**config.mk**
```make
export PLATFORM = sky130hd
export DESIGN_NAME = divider_4bit
export DESIGN_NICKNAME = d
export VERILOG_FILES = /design/src/rtl/divider_4bit.sv
export SDC_FILE = /design/constraint.sdc
export NUM_CORES = 1
export LEC_CHECK = 0
export CAP_MARGIN = 20
export CORE_ASPECT_RATIO = 1.75
export CORE_MARGIN = 10
export CORE_UTILIZATION = 37
export DETAILED_ROUTE_END_ITERATION = 7
export GPL_ROUTABILITY_DRIVEN = 0
export GPL_TIMING_DRIVEN = 0
export PLACE_DENSITY = 0.68
export SLEW_MARGIN = 40
export SYNTH_ARGS = -nofsm -noshare
export SYNTH_HDL_FRONTEND = slang
export SYNTH_SLANG_ARGS = --single-unit
```
**constraint.sdc**
```tcl
create_clock -name clk -period 2.2 [get_ports clk]
set_input_delay 0.44 -clock clk [delete_from_list [all_inputs] [get_ports clk]]
set_output_delay 0.44 -clock clk [all_outputs]
set_load 0.01 [all_outputs]
```
**src/rtl/divider_4bit.sv**
```systemverilog
// 4-bit unsigned restoring divider: one quotient bit per RUN cycle, MSB first.
// Results are registered and presented with a one-cycle done pulse.
module divider_4bit (
  input  logic       clk,
  input  logic       rst,
  input  logic       start,
  input  logic [3:0] in1,
  input  logic [3:0] in2,
  output logic       busy,
  output logic       done,
  output logic [3:0] quot,
  output logic [3:0] rem,
  output logic       div_zero
);

  localparam int unsigned W  = 4;
  localparam int unsigned CW = 2;
  localparam logic [CW-1:0] CNT_LOAD = CW'(W - 1);

  typedef enum logic [1:0] {
    S_IDLE = 2'd0,
    S_RUN  = 2'd1,
    S_DONE = 2'd2
  } state_t;

  state_t          state_q, state_d;
  logic [CW-1:0]   cnt_q, cnt_d;
  logic [W-1:0]    dvd_q, dvd_d;   // dividend bits shifting out, quotient bits shifting in
  logic [W-1:0]    dvs_q, dvs_d;
  logic [W-1:0]    pr_q, pr_d;     // restored partial remainder, always < divisor
  logic            wz_q, wz_d;
  logic            busy_q, busy_d;
  logic            done_q, done_d;
  logic [W-1:0]    quot_q, quot_d;
  logic [W-1:0]    rem_q, rem_d;
  logic            dz_q, dz_d;

  logic [W:0]      shifted;
  logic            fits;
  logic [W-1:0]    diff;

  // State register
  always_ff @(posedge clk) begin
    if (rst) state_q <= S_IDLE;
    else     state_q <= state_d;
  end

  // Next-state logic
  always_comb begin
    state_d = state_q;
    case (state_q)
      S_IDLE, S_DONE: begin
        if (start)                state_d = (in2 == '0) ? S_DONE : S_RUN;
        else if (state_q == S_DONE) state_d = S_IDLE;
      end
      S_RUN:   if (cnt_q == '0) state_d = S_DONE;
      default: state_d = S_IDLE;
    endcase
  end

  // Datapath and output next values
  always_comb begin
    cnt_d  = cnt_q;
    dvd_d  = dvd_q;
    dvs_d  = dvs_q;
    pr_d   = pr_q;
    wz_d   = wz_q;
    quot_d = quot_q;
    rem_d  = rem_q;
    dz_d   = dz_q;

    // 5-bit trial value keeps the carry-out of the shift for the compare
    shifted = {pr_q, dvd_q[W-1]};
    fits    = (shifted >= {1'b0, dvs_q});
    diff    = shifted[W-1:0] - dvs_q;

    case (state_q)
      S_IDLE, S_DONE: begin
        if (start) begin
          dvs_d = in2;
          wz_d  = (in2 == '0);
          if (in2 == '0) begin
            dvd_d = '1;
            pr_d  = in1;
          end else begin
            dvd_d = in1;
            pr_d  = '0;
            cnt_d = CNT_LOAD;
          end
        end
      end
      S_RUN: begin
        pr_d  = fits ? diff : shifted[W-1:0];
        dvd_d = {dvd_q[W-2:0], fits};
        if (cnt_q != '0) cnt_d = cnt_q - CW'(1);
      end
      default: ;
    endcase

    // Results are published on the edge that leaves DONE
    if (state_q == S_DONE) begin
      quot_d = dvd_q;
      rem_d  = pr_q;
      dz_d   = wz_q;
    end

    busy_d = (state_d == S_RUN);
    done_d = (state_q == S_DONE);
  end

  // Datapath and output registers
  always_ff @(posedge clk) begin
    if (rst) begin
      cnt_q  <= '0;
      dvd_q  <= '0;
      dvs_q  <= '0;
      pr_q   <= '0;
      wz_q   <= 1'b0;
      busy_q <= 1'b0;
      done_q <= 1'b0;
      quot_q <= '0;
      rem_q  <= '0;
      dz_q   <= 1'b0;
    end else begin
      cnt_q  <= cnt_d;
      dvd_q  <= dvd_d;
      dvs_q  <= dvs_d;
      pr_q   <= pr_d;
      wz_q   <= wz_d;
      busy_q <= busy_d;
      done_q <= done_d;
      quot_q <= quot_d;
      rem_q  <= rem_d;
      dz_q   <= dz_d;
    end
  end

  assign busy     = busy_q;
  assign done     = done_q;
  assign quot     = quot_q;
  assign rem      = rem_q;
  assign div_zero = dz_q;

endmodule

```
==> metrics.txt <==
Worst R2R Start pr_q[1]; cell type with the highest aggregate area in the netlist sky130_fd_sc_hd__dfxtp_1; global-route wire length before repair between 5 and 6 mm; worst rel slew slack between 60% and 70%; Floorplan Core Area approximately 3400 sq um; Crit. End Element register; area growth from synthesis to final layout 25.8%; number of enable flip-flop cells after synthesis 0; Max Cap Violations 0; vias per std cell 5.15; antenna violations before repair 0; GR Util All Layers 9.55%; Max stage delay cell, worst path sky130_fd_sc_hd__dfxtp_1; detailed-route via count 1,170; Antenna Nets Post-Route 0; number of inserted filler cells in the final layout 355; transition time at the pin with the least slew margin ~0.5 ns; number of hold violations in the final report 0; Total Die Area 6410 sq um; diode insertion count for antenna repair 0; count of input and output buffers 21; die span in y 98.7 um; largest net degree at the start of global routing 17; cell-by-cell trace of the critical path ha_1 -> o21ai_0 -> a21oi_1 -> or2_2 -> o311a_1; minimum clock period after layout 1.87 ns; Skew-Pair Late Insertion Delay 0.28 ns; stage delay of the slowest cell on the critical path 0.46 ns; Unique masters post-synth 35; post-CTS repair timing setup buffer count 0; # DRC 0; drt wl/cell between 10 and 15 um; signal arrival time at the worst endpoint 2.04 ns; I/O pin count 22; YS warnings 0; horizontal die dimension ~65 um; R2R depth 5; worst reg2reg path endpoint pr_q[2]; hold-fix buffers at CTS 0; worst IR drop on VDD ~400 uV; worst setup path class reg2reg; Worst Setup Start Kind register; total CTS buffers 3; clock-pin slew of the registers on the worst-case setup and hold paths around 0.1 ns; Max Slew Vio Count 0; buffer levels on the longest clock path 2; cts repair resizes 0; starting DRC count in detailed routing 41; sequential element share of the synthesized area a little over two fifths; Seq cells post-synth 28; final worst clock skew roughly 0.0052 ns; Synth Area per Inst ~8.3 sq um; area share of the largest cell type after synthesis 42.8%; sum of internal, switching and leakage power 1.23 mW; endpoint of the worst hold path rem[1]; setup TNS 0 ns; length of the first detailed-routing pass in iterations 4; CP Buf/Inv Count 0; top post-synthesis cells by area sky130_fd_sc_hd__dfxtp_1, sky130_fd_sc_hd__a21oi_1, sky130_fd_sc_hd__nand2_1; Netlist Area Pre-Place 1310 sq um; CP delay by family, top compound AO/OA/AOI/OAI gates; TritonCTS clock tree yes; worst reg2reg setup slack ~0.33 ns; part of the cycle the worst path needs approximately 85%; CTS root buf sky130_fd_sc_hd__clkbuf_8; Min-Delay Startpoint rem[1]; status completed; dominant synthesized flop cell sky130_fd_sc_hd__dfxtp_1; standby leakage power 0.574 nW; async set or reset register ratio after synthesis 0%; global-route congestion overflow total 0; Setup Viol. Count Final 0; total power divided by cell area between 700 and 800 nW/um^2; initial core utilization 38.5%; HPWL after detailed placement 2.44 mm; number of global-route vias before repair 1,074; std cell rows 28; class of the tightest hold or removal check reg2reg; number of instances on the worst hold path 2; unrepaired setup endpoints after global routing no; fraction of layout cells with a size suffix above 1 8.24%; Final #Nets 200; number of nets produced by synthesis 174; CTS sink cnt 28; Post-Syn Instances 157; FMAX roughly 0.54 GHz; CTS H-Tree Depth 1; largest fanout of any net on the critical path 6; sum of routed wire length over all layers about 3.1 mm; Crit path required time 2.38 ns
## through the flow
step / cells / area [sq um] / util, % / hold slack, ns / setup slack, ns
CTS: 227 / 1650 / 48.5 / 0.462 / 0.342
detailed placement: 223 / 1580 / 46.4 / 0.448 / 0.115
global route: 227 / 1650 / 48.5 / 0.484 / 0.217
global placement: 223 / 1580 / 46.4 / 0.444 / 0.133
finish: 227 / 1650 / 48.5 / 0.457 / 0.333
floorplan: 157 / 1310 / - / 0.432 / 0.581
## flip-flops by register name, summed over array words and instances (netlist names)
name      flops
dvd_q         4
dvs_q         4
pr_q          4
quot          4
rem           4
cnt_q         2
state_q       2
busy          1
div_zero      1
done          1
wz_q          1
## worst max-delay path by stage
stage          cells after the start      end      from  slack, ns
6_report                           5  pr_q[2]   pr_q[1]       0.33
5_1_grt                            5  pr_q[2]   pr_q[1]       0.22
4_1_cts                            5  pr_q[2]   pr_q[1]       0.34
3_5_place_dp                       5  pr_q[3]    in2[3]       0.11
3_3_place_gp                       5  pr_q[3]    in2[3]       0.13
2_1_floorplan                      6  pr_q[0]  dvs_q[2]       0.58
## cell usage after synthesis, drive strengths merged (2+ instances only)
library cell   n
nor4           2
ha             5
buf            3
nand2         32
o311a          2
a211oi         4
nand2b         4
o21ai          5
a21oi         25
clkbuf         6
and2b          2
a22oi          2
dfxtp         28
inv            8
o211ai         2
nand3          4
nor2           8
nor3           3
## per-layer routing
layer  vias to the layer above  wire (um)  GRT usage, %
met3                         2        234          2.72
met5                         -          0             0
met2                        35       1660          17.1
li1                        597          -             -
met1                       536       1190          10.1
met4                         0         21          3.48
## layout make-up
| cell class | instances | area [sq um] | area share [%] |
|---|---|---|---|
| Multi-Input combinational cell | 112 | 671 | 40.7 |
| Sequential cell | 28 | 561 | 34.0 |
| Timing Repair Buffer | 21 | 210 | 12.8 |
| Tap cell | 45 | 56.3 | 3.42 |
| Buffer | 9 | 47.5 | 2.89 |
| Clock buffer | 3 | 41.3 | 2.51 |
| Clock inverter | 1 | 30.0 | 1.82 |
| Inverter | 8 | 30.0 | 1.82 |
## placed cells by master (no fill, tap or decap), types with 2 or more instances in the layout
master                            count
sky130_fd_sc_hd__nand2_1             32
sky130_fd_sc_hd__dfxtp_1             28
sky130_fd_sc_hd__a21oi_1             25
sky130_fd_sc_hd__clkdlybuf4s50_1     21
sky130_fd_sc_hd__inv_1                8
sky130_fd_sc_hd__nor2_1               8
sky130_fd_sc_hd__o21ai_0              5
sky130_fd_sc_hd__ha_1                 5
sky130_fd_sc_hd__clkbuf_1             4
sky130_fd_sc_hd__nand2b_1             4
sky130_fd_sc_hd__a211oi_1             4
sky130_fd_sc_hd__clkbuf_8             4
sky130_fd_sc_hd__nor3_1               3
sky130_fd_sc_hd__nand3_1              3
sky130_fd_sc_hd__buf_2                2
sky130_fd_sc_hd__and2b_2              2
sky130_fd_sc_hd__a22oi_1              2
sky130_fd_sc_hd__o211ai_1             2
sky130_fd_sc_hd__o311a_1              2
## logic make-up after synthesis
kind of cell | after synthesis | synth area share, %
flops | 28 | 42.8
simple gates | 58 | 21.3
xor+xnor | 1 | 0.669
compound gates | 47 | 22.9
buf+inv | 17 | 5.93
fa+ha+maj | 6 | 6.31
## worst register-to-register path, delay by kind of cell (launching register included)
kind,cells,cell delay (ns)
fa+ha+maj,1,0.32
flops,1,0.46
compound gates,3,0.63
simple gates,1,0.35
## power breakdown
part	total [mW]	internal, mW	switching, mW
registers	0.564	0.538	0.0259
clock network	0.407	0.244	0.163
logic	0.258	0.108	0.150
total	1.23	0.890	0.339
(Power assumes the default switching activity.)
